==> config.mk <==
export PLATFORM = sky130hd
export DESIGN_NAME = multicycle_control_fsm
export DESIGN_NICKNAME = d
export VERILOG_FILES = /design/src/rtl/mips_ctrl_pkg.sv /design/src/rtl/ctrl_output_decode.sv /design/src/rtl/multicycle_control_fsm.sv
export SDC_FILE = /design/constraint.sdc
export NUM_CORES = 1
export LEC_CHECK = 0
export ABC_AREA = 1
export CAP_MARGIN = 20
export CELL_PAD_IN_SITES_DETAIL_PLACEMENT = 0
export CELL_PAD_IN_SITES_GLOBAL_PLACEMENT = 2
export CORE_ASPECT_RATIO = 0.75
export CORE_MARGIN = 8
export CORE_UTILIZATION = 29
export DETAILED_ROUTE_END_ITERATION = 10
export PLACE_DENSITY = 0.94
export SYNTH_ARGS = -nofsm -noshare
export SYNTH_HDL_FRONTEND = slang
export SYNTH_SLANG_ARGS = --single-unit
==> constraint.sdc <==
create_clock -name clk -period 3.25 [get_ports clk]
set_input_delay 0.325 -clock clk [delete_from_list [all_inputs] [get_ports clk]]
set_output_delay 0.325 -clock clk [all_outputs]
set_load 0.05 [all_outputs]
==> src/rtl/mips_ctrl_pkg.sv <==
// Shared constants for the multicycle MIPS control sequencer: opcodes,
// state encodings, ALU / mux select encodings and the control bundle type.
package mips_ctrl_pkg;

    // Supported opcodes (IR[31:26])
    localparam logic [5:0] R_TYPE = 6'h00;
    localparam logic [5:0] J      = 6'h02;
    localparam logic [5:0] BEQ    = 6'h04;
    localparam logic [5:0] BNE    = 6'h05;
    localparam logic [5:0] ADDI   = 6'h08;
    localparam logic [5:0] ORI    = 6'h0D;
    localparam logic [5:0] LW     = 6'h23;
    localparam logic [5:0] SW     = 6'h2B;

    // Sequencer states; the encoding is also exported on state_out
    localparam logic [3:0] IDLE      = 4'd0;
    localparam logic [3:0] FETCH     = 4'd1;
    localparam logic [3:0] DECODE    = 4'd2;
    localparam logic [3:0] MEM_ADDR  = 4'd3;
    localparam logic [3:0] MEM_READ  = 4'd4;
    localparam logic [3:0] MEM_WB    = 4'd5;
    localparam logic [3:0] MEM_WRITE = 4'd6;
    localparam logic [3:0] EXEC_R    = 4'd7;
    localparam logic [3:0] R_WB      = 4'd8;
    localparam logic [3:0] EXEC_I    = 4'd9;
    localparam logic [3:0] I_WB      = 4'd10;
    localparam logic [3:0] BRANCH    = 4'd11;
    localparam logic [3:0] JUMP      = 4'd12;

    // ALU operation classes
    localparam logic [2:0] ALU_ADD   = 3'b000;
    localparam logic [2:0] ALU_SUB   = 3'b001;
    localparam logic [2:0] ALU_FUNCT = 3'b010;
    localparam logic [2:0] ALU_OR    = 3'b011;

    // ALU B operand select
    localparam logic [1:0] SRCB_RT      = 2'b00;
    localparam logic [1:0] SRCB_FOUR    = 2'b01;
    localparam logic [1:0] SRCB_IMM     = 2'b10;
    localparam logic [1:0] SRCB_IMM_SH2 = 2'b11;

    // PC source select
    localparam logic [1:0] PCSRC_ALU    = 2'b00;
    localparam logic [1:0] PCSRC_ALUOUT = 2'b01;
    localparam logic [1:0] PCSRC_JUMP   = 2'b10;

    // Opcode class latched in DECODE; steers the later states
    typedef enum logic [2:0] {
        CLS_R, CLS_LW, CLS_SW, CLS_ADDI, CLS_ORI, CLS_BEQ, CLS_BNE, CLS_J
    } op_class_t;

    // All datapath controls driven by the sequencer
    typedef struct packed {
        logic       pc_write;
        logic       branch_eq;
        logic       branch_ne;
        logic       iord;
        logic       mem_read;
        logic       mem_write;
        logic       ir_write;
        logic       mem_to_reg;
        logic       reg_dst;
        logic       reg_write;
        logic       alu_src_a;
        logic [1:0] alu_src_b;
        logic [2:0] alu_op;
        logic [1:0] pc_source;
    } ctrl_t;

    function automatic logic op_legal(input logic [5:0] op);
        return op inside {R_TYPE, J, BEQ, BNE, ADDI, ORI, LW, SW};
    endfunction

    // Illegal opcodes map to CLS_R; callers gate on op_legal()
    function automatic op_class_t op_class(input logic [5:0] op);
        op_class_t cls;
        case (op)
            LW:      cls = CLS_LW;
            SW:      cls = CLS_SW;
            ADDI:    cls = CLS_ADDI;
            ORI:     cls = CLS_ORI;
            BEQ:     cls = CLS_BEQ;
            BNE:     cls = CLS_BNE;
            J:       cls = CLS_J;
            default: cls = CLS_R;
        endcase
        return cls;
    endfunction

endpackage

==> src/rtl/ctrl_output_decode.sv <==
// Moore output decode: control bundle from current state, latched opcode
// class and mem_ready (the latter only matters in FETCH).
module ctrl_output_decode
    import mips_ctrl_pkg::*;
(
    input  logic [3:0] state,
    input  op_class_t  cls,
    input  logic       mem_ready,
    output ctrl_t      ctrl
);

    // Per-state control values; anything not named for a state stays 0
    always_comb begin
        // NOTE: zero the whole bundle first so every path assigns every bit and no latch is inferred.
        ctrl = '0;
        case (state)
            FETCH: begin
                ctrl.mem_read  = 1'b1;
                ctrl.alu_src_b = SRCB_FOUR;
                ctrl.alu_op    = ALU_ADD;
                ctrl.pc_source = PCSRC_ALU;
                ctrl.ir_write  = mem_ready;
                ctrl.pc_write  = mem_ready;
            end
            DECODE: begin
                ctrl.alu_src_b = SRCB_IMM_SH2;
                ctrl.alu_op    = ALU_ADD;
            end
            MEM_ADDR: begin
                ctrl.alu_src_a = 1'b1;
                ctrl.alu_src_b = SRCB_IMM;
                ctrl.alu_op    = ALU_ADD;
            end
            MEM_READ: begin
                ctrl.mem_read = 1'b1;
                ctrl.iord     = 1'b1;
            end
            MEM_WB: begin
                ctrl.reg_write  = 1'b1;
                ctrl.mem_to_reg = 1'b1;
            end
            MEM_WRITE: begin
                ctrl.mem_write = 1'b1;
                ctrl.iord      = 1'b1;
            end
            EXEC_R: begin
                ctrl.alu_src_a = 1'b1;
                ctrl.alu_src_b = SRCB_RT;
                ctrl.alu_op    = ALU_FUNCT;
            end
            R_WB: begin
                ctrl.reg_write = 1'b1;
                ctrl.reg_dst   = 1'b1;
            end
            EXEC_I: begin
                ctrl.alu_src_a = 1'b1;
                ctrl.alu_src_b = SRCB_IMM;
                ctrl.alu_op    = (cls == CLS_ORI) ? ALU_OR : ALU_ADD;
            end
            I_WB: begin
                ctrl.reg_write = 1'b1;
            end
            BRANCH: begin
                ctrl.alu_src_a = 1'b1;
                ctrl.alu_src_b = SRCB_RT;
                ctrl.alu_op    = ALU_SUB;
                ctrl.pc_source = PCSRC_ALUOUT;
                ctrl.branch_eq = (cls == CLS_BEQ);
                ctrl.branch_ne = (cls == CLS_BNE);
            end
            JUMP: begin
                ctrl.pc_write  = 1'b1;
                ctrl.pc_source = PCSRC_JUMP;
            end
            default: ;
        endcase
    end

endmodule

==> src/rtl/multicycle_control_fsm.sv <==
// Multicycle MIPS control sequencer: state register, opcode class latch,
// retired-instruction counter and sticky illegal-opcode flag.
module multicycle_control_fsm
    import mips_ctrl_pkg::*;
#(
    parameter int OPCODE_W = 6,
    parameter int COUNT_W  = 32
) (
    input  logic               clk,
    input  logic               reset,
    input  logic [OPCODE_W-1:0] OP,
    input  logic               mem_ready,
    output logic               PCWrite,
    output logic               BranchEQ,
    output logic               BranchNE,
    output logic               IorD,
    output logic               MemRead,
    output logic               MemWrite,
    output logic               IRWrite,
    output logic               MemtoReg,
    output logic               RegDst,
    output logic               RegWrite,
    output logic               ALUSrcA,
    output logic [1:0]         ALUSrcB,
    output logic [2:0]         ALUOp,
    output logic [1:0]         PCSource,
    output logic [3:0]         state_out,
    output logic [COUNT_W-1:0] instr_count,
    output logic               illegal_op
);

    logic [3:0] state_q;
    logic [3:0] state_d;
    op_class_t  cls_q;
    op_class_t  dec_cls;
    logic       dec_legal;
    logic       retire;
    ctrl_t      ctrl;

    assign dec_legal = op_legal(OP);
    assign dec_cls   = op_class(OP);

    // Next-state selection and retire strobe (set on the final state's exit)
    always_comb begin
        state_d = state_q;
        retire  = 1'b0;
        case (state_q)
            IDLE:      state_d = FETCH;
            FETCH:     if (mem_ready) state_d = DECODE;
            DECODE: begin
                if (!dec_legal) begin
                    state_d = FETCH;
                end else begin
                    case (dec_cls)
                        CLS_R:            state_d = EXEC_R;
                        CLS_LW, CLS_SW:   state_d = MEM_ADDR;
                        CLS_ADDI, CLS_ORI: state_d = EXEC_I;
                        CLS_BEQ, CLS_BNE: state_d = BRANCH;
                        CLS_J:            state_d = JUMP;
                        default:          state_d = FETCH;
                    endcase
                end
            end
            MEM_ADDR:  state_d = (cls_q == CLS_SW) ? MEM_WRITE : MEM_READ;
            MEM_READ:  if (mem_ready) state_d = MEM_WB;
            MEM_WRITE: begin
                if (mem_ready) begin
                    state_d = FETCH;
                    retire  = 1'b1;
                end
            end
            EXEC_R:    state_d = R_WB;
            EXEC_I:    state_d = I_WB;
            MEM_WB, R_WB, I_WB, BRANCH, JUMP: begin
                state_d = FETCH;
                retire  = 1'b1;
            end
            default:   state_d = FETCH;
        endcase
    end

    // State, opcode class, retire counter and illegal flag registers
    always_ff @(posedge clk or negedge reset) begin
        if (!reset) begin
            state_q     <= IDLE;
            cls_q       <= CLS_R;
            instr_count <= '0;
            illegal_op  <= 1'b0;
        end else begin
            // NOTE: non-blocking updates so every register samples pre-edge values regardless of statement order.
            state_q <= state_d;
            if (state_q == DECODE) begin
                cls_q <= dec_cls;
                if (!dec_legal) illegal_op <= 1'b1;
            end
            if (retire) instr_count <= instr_count + COUNT_W'(1);
        end
    end

    ctrl_output_decode u_decode (
        .state     (state_q),
        .cls       (cls_q),
        .mem_ready (mem_ready),
        .ctrl      (ctrl)
    );

    assign PCWrite   = ctrl.pc_write;
    assign BranchEQ  = ctrl.branch_eq;
    assign BranchNE  = ctrl.branch_ne;
    assign IorD      = ctrl.iord;
    assign MemRead   = ctrl.mem_read;
    assign MemWrite  = ctrl.mem_write;
    assign IRWrite   = ctrl.ir_write;
    assign MemtoReg  = ctrl.mem_to_reg;
    assign RegDst    = ctrl.reg_dst;
    assign RegWrite  = ctrl.reg_write;
    assign ALUSrcA   = ctrl.alu_src_a;
    assign ALUSrcB   = ctrl.alu_src_b;
    assign ALUOp     = ctrl.alu_op;
    assign PCSource  = ctrl.pc_source;
    assign state_out = state_q;

endmodule

==> flow_summary.json, run 1 <==
{
  "status": "finished clean",
  "die-width_um": 128,
  "fin_nets": 491,
  "cp_max_fo": 8,
  "critPathRequiredTime_ps": 2920,
  "route.vias.total": 2769,
  "startpoint": "state_out[2]$_DFFE_PN0P_",
  "hold_violations": 0,
  "antenna_left": 0,
  "yosysTopAreaCell": "dfrtp_1",
  "rows": 30,
  "startpoint_type": "flip-flop",
  "r2r_start": "state_out[0]$_DFFE_PN0P_",
  "max_freq_mhz": 375,
  "numCtsBuffers": 5,
  "grt_usage_pct": 13.4,
  "core_area_um2": 9120,
  "htreeDepth": 2,
  "drcViolationCount": 0,
  "rsz0062_at_grt": "false",
  "totalWireLength_um": 8250,
  "clockBufferDepth": 2,
  "power_density_nw_per_um2": 652,
  "cts_tree": "yes",
  "slew-limit-headroom_pct": 37.5,
  "skew_ps": 3.28,
  "ys_warn_count": 0,
  "die_area_um2": 12900,
  "syn_inst": 419,
  "netlist_top_cells_area": "dfrtp_1, nand2_1, nor2_1",
  "hold_buffers": 0,
  "fin_crit_ps": 2670,
  "drive_gt1_share_pct": 5.19,
  "post-place-ws_ps": 879,
  "p_leak_nw": 1.56,
  "postCtsResizedCells": 0,
  "clk_pin_slew_ps": 60,
  "crit_arrival_ps": 2340,
  "ys_types": 30,
  "dr.first_iter.drc_count": 150,
  "routabilityCongestion": 0.869,
  "worstReg2RegEnd": "instr_count[14]$_DFFE_PN0P_",
  "worstHoldPathType": "input port to async pin",
  "ios": 64,
  "ir_drop_mv": 0.438,
  "rrSetupSlack_ps": 1380,
  "place_hpwl_um": 6580,
  "synth_top_area_share_pct": 36.4,
  "cp-end-kind": "output port",
  "dr.pass1.iters": 4,
  "post_drt_wl_per_cell_um": 13.5,
  "vias_per_cell": 4.54,
  "grt_pass1_wl_um": 13900,
  "antenna_found_initial": 0,
  "setup_ws_ps": 585,
  "design_area_um2": 3620,
  "place_area_um2": 3470,
  "final_common_cell": "nand2_1",
  "grt_max_degree": 47,
  "setup-violations-final": 0,
  "drv_cap": 0,
  "avgSynthCellArea_um2": 6.56,
  "synth_area_um2": 2750,
  "syn-num-nets": 429,
  "r2r_cells": 7,
  "post_cts_buffers": 0,
  "maxSlewViolCount": 0,
  "post-route-period-util_pct": 82.0,
  "layout_common_cells": "nand2_1, clkdlybuf4s50_1, nor2_1",
  "ys_ff_latch": 40,
  "area_growth_pct": 31.8,
  "clk_latency_ps": 290,
  "ys_seq_area_share_pct": 36.4,
  "numClockSinks": 40,
  "die_h_um": 100,
  "clk_root_buffer_cell": "clkbuf_16",
  "start_util_pct": 30.1,
  "grt_overflow": 0,
  "antenna_cells": 0,
  "tightest_slew_ps": 938,
  "grt_pass1_vias": 2716,
  "io_buffers": 62,
  "critical_path_class": "flip-flop to output port"
}
## cell type report
type,instances,area (um2)
multi-input cells,320,1500
clock buffers,6,139
flip-flops and latches,40,1000
inverters,52,200
fillers,974,5500
well taps,128,160
repair buffers,62,616
clock inverters,2,10.0
## cell families after synthesis
family | synth area share [%]
and+or+nand+nor | 40.2
AOI/OAI and AO/OA | 6.55
other | 0.136
xor gates and xnor gates | 6.69
DFF | 36.4
buffers and inverters | 9.51
adders and majority gates | 0.455
## critical path, cell delays in order, from the launching register on
cell and delay, ps:
dfrtp_1 450, nor2_1 200, nand2_1 130, nor2_2 240, inv_1 160, nand2_1 80, clkdlybuf4s50_1 800
## stage by stage
stage / setup TNS, ps / hold slack (ps) / total power, mW / utilization [%] / cells
after floorplan: -9.71 / 29.4 / 1.53 / - / 419
after global placement: 0 / 465 / 1.88 / 38.1 / 602
after CTS: 0 / 229 / 2.39 / 39.7 / 610
after detailed placement: 0 / 466 / 1.87 / 38.1 / 602
after global routing: 0 / 277 / 2.50 / 39.7 / 610
final: 0 / 183 / 2.36 / 39.7 / 610
## Yosys cell counts (all sizes together)
master	count
nand3b	2
a21oi	2
o21bai	1
nor2	59
o21ai	29
xnor2	1
nand3	15
nand4	8
ha	1
xor2	20
a211oi	1
dfrtp	40
inv	52
conb	1
o211a	1
nand2	157
buf	7
nor4	1
nor3	21
## metal layers
metal | vias up | wire, um | GRT usage, % | share of wire [%]
li1 | 1429 | - | - | -
met1 | 1271 | 4140 | 18.9 | 50
met2 | 58 | 3500 | 20.0 | 42
met3 | 11 | 497 | 2.60 | 6.0
met4 | 0 | 117 | 4.37 | 1.4
met5 | - | 0 | 0 | 0
## report_power, final
group          switching (mW)  internal (mW)  leakage [nW]
Clock                   0.205          0.303        0.0766
Combinational           0.842          0.333         0.947
Sequential              0.105          0.577         0.540
## worst max path at each step
| stage | slack [ps] | cells past startpoint | end |
|---|---|---|---|
| 2_1_floorplan | -10 | 5 | BranchEQ |
| 3_3_place_gp | 890 | 5 | BranchEQ |
| 3_5_place_dp | 880 | 5 | BranchEQ |
| 4_1_cts | 560 | 5 | BranchEQ |
| 5_1_grt | 400 | 6 | ALUSrcB[0] |
| 6_report | 580 | 6 | ALUSrcB[0] |
## sequential cells by signal, indices dropped and copies added, names as in the netlist
| name | flops |
|---|---|
| cls_q | 3 |
| illegal_op | 1 |
| instr_count | 32 |
| state_out | 4 |
Power figures use the tool's default switching activity.
==> run 2: changes to the inputs <==
- CORE_UTILIZATION: 29 -> 27
- PLACE_DENSITY: 0.94 -> 0.89
- clock period: 3.25 -> 2.51 ns (I/O delays scaled with it)
==> run 2 against run 1 <==
Hold slack worse by 64 ps. Clock skew is 6.2 ps higher. Cell count is 1.3% higher. Critical path type unchanged.
==> flow_summary.json, run 2 (synthesized netlist as in run 1, its figures left out) <==
{
  "power_switching_mw": 1.52,
  "timing.hold.ws_ps": 119,
  "layout_common_cells": "nand2_1, clkdlybuf4s50_1, nor2_1",
  "power.total_mw": 3.16,
  "power_density_nw_per_um2": 863,
  "seqPwrFrac_pct": 28.2,
  "hold_buffers": 0,
  "clockPowerShare_pct": 23.1,
  "top_layer": "met4",
  "final_util_pct": 36.3,
  "status": "finished clean",
  "stdcell_count": 618,
  "cp-end-kind": "output port",
  "vias_per_cell": 4.46,
  "path_cells": "nand2_2 -> inv_1 -> nand2_1 -> nor2_1 -> clkdlybuf4s50_1",
  "die-width_um": 133,
  "post-place-ws_ps": 373,
  "numClockSinks": 40,
  "tns_ps": 0,
  "grt_max_degree": 47,
  "io_buffers": 62,
  "place_hpwl_um": 6820,
  "wl_met3_um": 385,
  "route.vias.total": 2754,
  "routabilityCongestion": 0.834,
  "clk_latency_ps": 280,
  "drcViolationCount": 0,
  "grt_pass1_vias": 2606,
  "grt_pass1_wl_um": 13800,
  "core_area_um2": 10100,
  "r2r_start": "state_out[2]$_DFFE_PN0P_",
  "fin_crit_ps": 2370,
  "p_comb_share_pct": 48.6,
  "design_area_um2": 3660,
  "htreeDepth": 2,
  "place_inst": 610,
  "cp_max_fo": 9,
  "antenna_left": 0,
  "drv_cap": 0,
  "crit_arrival_ps": 2120,
  "worstReg2RegEnd": "instr_count[14]$_DFFE_PN0P_",
  "post-route-period-util_pct": 94.4,
  "maxSlewViolCount": 0,
  "tightest_slew_ps": 961,
  "setup_ws_ps": 142,
  "die_h_um": 103,
  "skew_ps": 9.51,
  "start_util_pct": 27.2,
  "critPathMaxStageDelay_ps": 810,
  "post_drt_wl_per_cell_um": 13.8,
  "setup-violations-final": 0,
  "area_growth_pct": 33.3,
  "top_register": "instr_count",
  "largest_reg_flops": 32,
  "die_area_um2": 13700,
  "p_sw_share_pct": 48.1,
  "grt_overflow": 0,
  "ir_drop_mv": 0.705,
  "postCtsResizedCells": 0,
  "dr.pass1.iters": 4,
  "slew-limit-headroom_pct": 35.9,
  "totalWireLength_um": 8540,
  "place_area_um2": 3500,
  "final_common_cell": "nand2_1",
  "cts_tree": "yes",
  "antenna_cells": 0,
  "post_cts_buffers": 0,
  "worstHoldPathType": "input port to async pin",
  "intPower_mw": 1.64,
  "critPathSlowestCell": "clkdlybuf4s50_1",
  "rrSetupSlack_ps": 570,
  "hold_violations": 0,
  "fin_nets": 491,
  "p_leak_nw": 1.61,
  "grt_usage_pct": 12.6,
  "antenna_found_initial": 0,
  "critPathRequiredTime_ps": 2260,
  "drive_gt1_share_pct": 6.43,
  "clk_pin_slew_ps": 60,
  "rows": 32,
  "ios": 64,
  "drt-met1-wl_um": 4510,
  "r2r_cells": 9,
  "numCtsBuffers": 5,
  "dr.first_iter.drc_count": 161,
  "max_freq_mhz": 422,
  "rsz0062_at_grt": "false",
  "critPathCapture": "IRWrite",
  "startpoint_type": "flip-flop",
  "startpoint": "state_out[0]$_DFFE_PN0P_",
  "met2_length_um": 3600,
  "critical_path_class": "flip-flop to output port",
  "clk_root_buffer_cell": "clkbuf_16",
  "clockBufferDepth": 2
}
run 2: worst min path at each step:
stage	from	end	slack (ps)	depth (start not counted)
2_1_floorplan	reset	cls_q[0]$_DFFE_PN0P_	-40	0
3_3_place_gp	illegal_op$_DFFE_PN0P_	illegal_op$_DFFE_PN0P_	460	1
3_5_place_dp	reset	illegal_op$_DFFE_PN0P_	470	1
4_1_cts	reset	instr_count[12]$_DFFE_PN0P_	170	1
5_1_grt	reset	state_out[0]$_DFFE_PN0P_	210	1
6_report	reset	illegal_op$_DFFE_PN0P_	120	1
run 2: power by group through the flow:
stage | Sequential, mW | Combinational [mW] | Clock (mW)
after floorplan | 1.11 | 0.895 | 0
after global placement | 0.894 | 1.55 | 0
after detailed placement | 0.904 | 1.55 | 0
after CTS | 0.893 | 1.55 | 0.740
after global routing | 0.914 | 1.65 | 0.771
final | 0.892 | 1.54 | 0.731
run 2: area by class of cell:
cell class / count / area, um2
clock inverters: 2 / 35.0
fillers: 1106 / 6430
inverters: 52 / 200
well taps: 136 / 170
flip-flops and latches: 40 / 1000
clock buffers: 6 / 129
repair buffers: 62 / 606
multi-input cells: 320 / 1520
run 2: critical path: cells and delay by family (launching register included):
kind,cells,cell delay (ps)
buffers and inverters,2,900
AND/OR/NAND/NOR,3,400
flip-flops,1,530
run 2: metal layers:
metal  track usage, %  up-vias
li1                 -     1435
met1             18.2     1268
met2             19.2       49
met3             2.51        2
met4             1.91        0
met5                0        -
==> run 3: changes to the inputs <==
- CORE_UTILIZATION: 27 -> 34
- DONT_BUFFER_PORTS: not set -> 1
- PLACE_DENSITY: 0.89 -> 0.88
==> run 3 against run 2 <==
Die area is 18% lower. Worst setup slack better by 250 ps. Sequential power is 1% lower. Flip-flop and latch count stayed put. Total power is 11% lower. Utilization is 6.2 points higher. Global-route usage is 2.7 points higher. Largest power group unchanged. Maximum frequency is 12% higher. Final area is 8.5% lower. Sequential share of layout area is 2.5 points higher. Via count is 1.5% lower. Count of clock-buffer cells in the layout stayed put.
==> flow_summary.json, run 3 (synthesized netlist as in run 1, its figures left out) <==
{
  "status": "finished clean",
  "antenna_cells": 0,
  "p_leak_nw": 1.59,
  "clk_latency_ps": 300,
  "post_cts_buffers": 0,
  "drcViolationCount": 0,
  "clk_pin_slew_ps": 80,
  "ir_drop_mv": 0.338,
  "holdPathStages": 1,
  "max_freq_mhz": 473,
  "die_h_um": 93.9,
  "layout_common_cells": "nand2_1, nor2_1, inv_1",
  "hold_violations": 0,
  "tns_ps": 0,
  "routabilityCongestion": 0.853,
  "critPathMaxStageDelay_ps": 460,
  "skew_ps": 6.65,
  "grt_usage_pct": 15.3,
  "totalWireLength_um": 8440,
  "maxSlewViolCount": 0,
  "start_util_pct": 34.9,
  "critPathRequiredTime_ps": 2260,
  "grt_pass1_wl_um": 13600,
  "crit_arrival_ps": 1870,
  "grt_overflow": 0,
  "critPathTopFamily": "simple AND/OR/NAND/NOR gates",
  "worstReg2RegEnd": "instr_count[18]$_DFFE_PN0P_",
  "hold_buffers": 2,
  "htreeDepth": 2,
  "dr.first_iter.drc_count": 164,
  "tightest_slew_ps": 631,
  "power_density_nw_per_um2": 841,
  "antenna_left": 0,
  "area_growth_pct": 22.0,
  "place_area_um2": 3220,
  "timing.hold.ws_ps": 59.8,
  "rrSetupSlack_ps": 440,
  "drive_gt1_share_pct": 15.2,
  "rsz0062_at_grt": "false",
  "worstHoldPathType": "input port to flip-flop",
  "post-route-period-util_pct": 84.3,
  "grt_pass1_vias": 2563,
  "grt_max_degree": 47,
  "power.total_mw": 2.82,
  "antenna_found_initial": 0,
  "ios": 64,
  "numClockSinks": 40,
  "fillers": 829,
  "top_register": "instr_count",
  "cp_common_cell": "nand2_1",
  "cp-end-kind": "output port",
  "r2r_cells": 8,
  "postCtsResizedCells": 0,
  "final_common_cell": "nand2_1",
  "dr.pass1.iters": 4,
  "fin_crit_ps": 2120,
  "post_drt_wl_per_cell_um": 14.8,
  "slew-limit-headroom_pct": 57.9,
  "post-place-ws_ps": 515,
  "holdCritStartpoint": "mem_ready",
  "core_area_um2": 7880,
  "numCtsBuffers": 5,
  "critical_path_class": "flip-flop to output port",
  "design_area_um2": 3350,
  "hold_end": "state_out[0]$_DFFE_PN0P_",
  "vias_per_cell": 4.75,
  "io_buffers": 0,
  "final_util_pct": 42.5,
  "drv_cap": 0,
  "fin_nets": 475,
  "clk_root_buffer_cell": "clkbuf_8",
  "r2r_start": "instr_count[15]$_DFFE_PN0P_",
  "die-width_um": 120,
  "path_cells": "nor2_1 -> nand2_1 -> nor2_2 -> inv_1 -> nand2_1",
  "clockBufferDepth": 2,
  "die_area_um2": 11200,
  "rows": 28,
  "place_inst": 561,
  "largest_reg_flops": 32,
  "cp_max_fo": 8,
  "critPathSlowestCell": "dfrtp_1",
  "setup_ws_ps": 394,
  "place_hpwl_um": 6580,
  "cp_num_buf_inv": 1,
  "startpoint_type": "flip-flop",
  "route.vias.total": 2714,
  "cts_tree": "yes",
  "setup-violations-final": 0,
  "stdcell_count": 571
}
run 3: power breakdown:
group,internal [mW],total [mW],switching [mW]
logic,0.351,1.47,1.12
clock network,0.220,0.471,0.251
registers,0.745,0.881,0.136
total,1.32,2.82,1.51
run 3: worst max path at each step:
stage	start	to	slack [ps]	cells past startpoint
finish	state_out[2]$_DFFE_PN0P_	ALUSrcB[0]	390	5
global route	state_out[2]$_DFFE_PN0P_	ALUSrcB[0]	220	5
CTS	state_out[2]$_DFFE_PN0P_	ALUSrcB[0]	380	5
detailed placement	instr_count[15]$_DFFE_PN0P_	instr_count[18]$_DFFE_PN0P_	520	8
global placement	instr_count[15]$_DFFE_PN0P_	instr_count[18]$_DFFE_PN0P_	530	8
floorplan	state_out[0]$_DFFE_PN0P_	PCWrite	6	5
run 3: cell type report:
type	count	area [um2]	share of cell area, %
Clock buffer	6	82.6	2.46
Inverter	52	200	5.97
Clock inverter	2	10.0	0.299
Tap cell	105	131	3.92
Multi-Input combinational cell	320	1520	45.4
Sequential cell	40	1000	29.9
Timing Repair Buffer	46	405	12.1
run 3: per-layer routing:
metal | part of all wire (%) | global-route usage, % | up-vias
li1 | - | - | 1401
met1 | 51 | 22.2 | 1247
met2 | 41 | 22.1 | 58
met3 | 7.0 | 3.48 | 8
met4 | 1.0 | 4.04 | 0
met5 | 0 | 0 | -
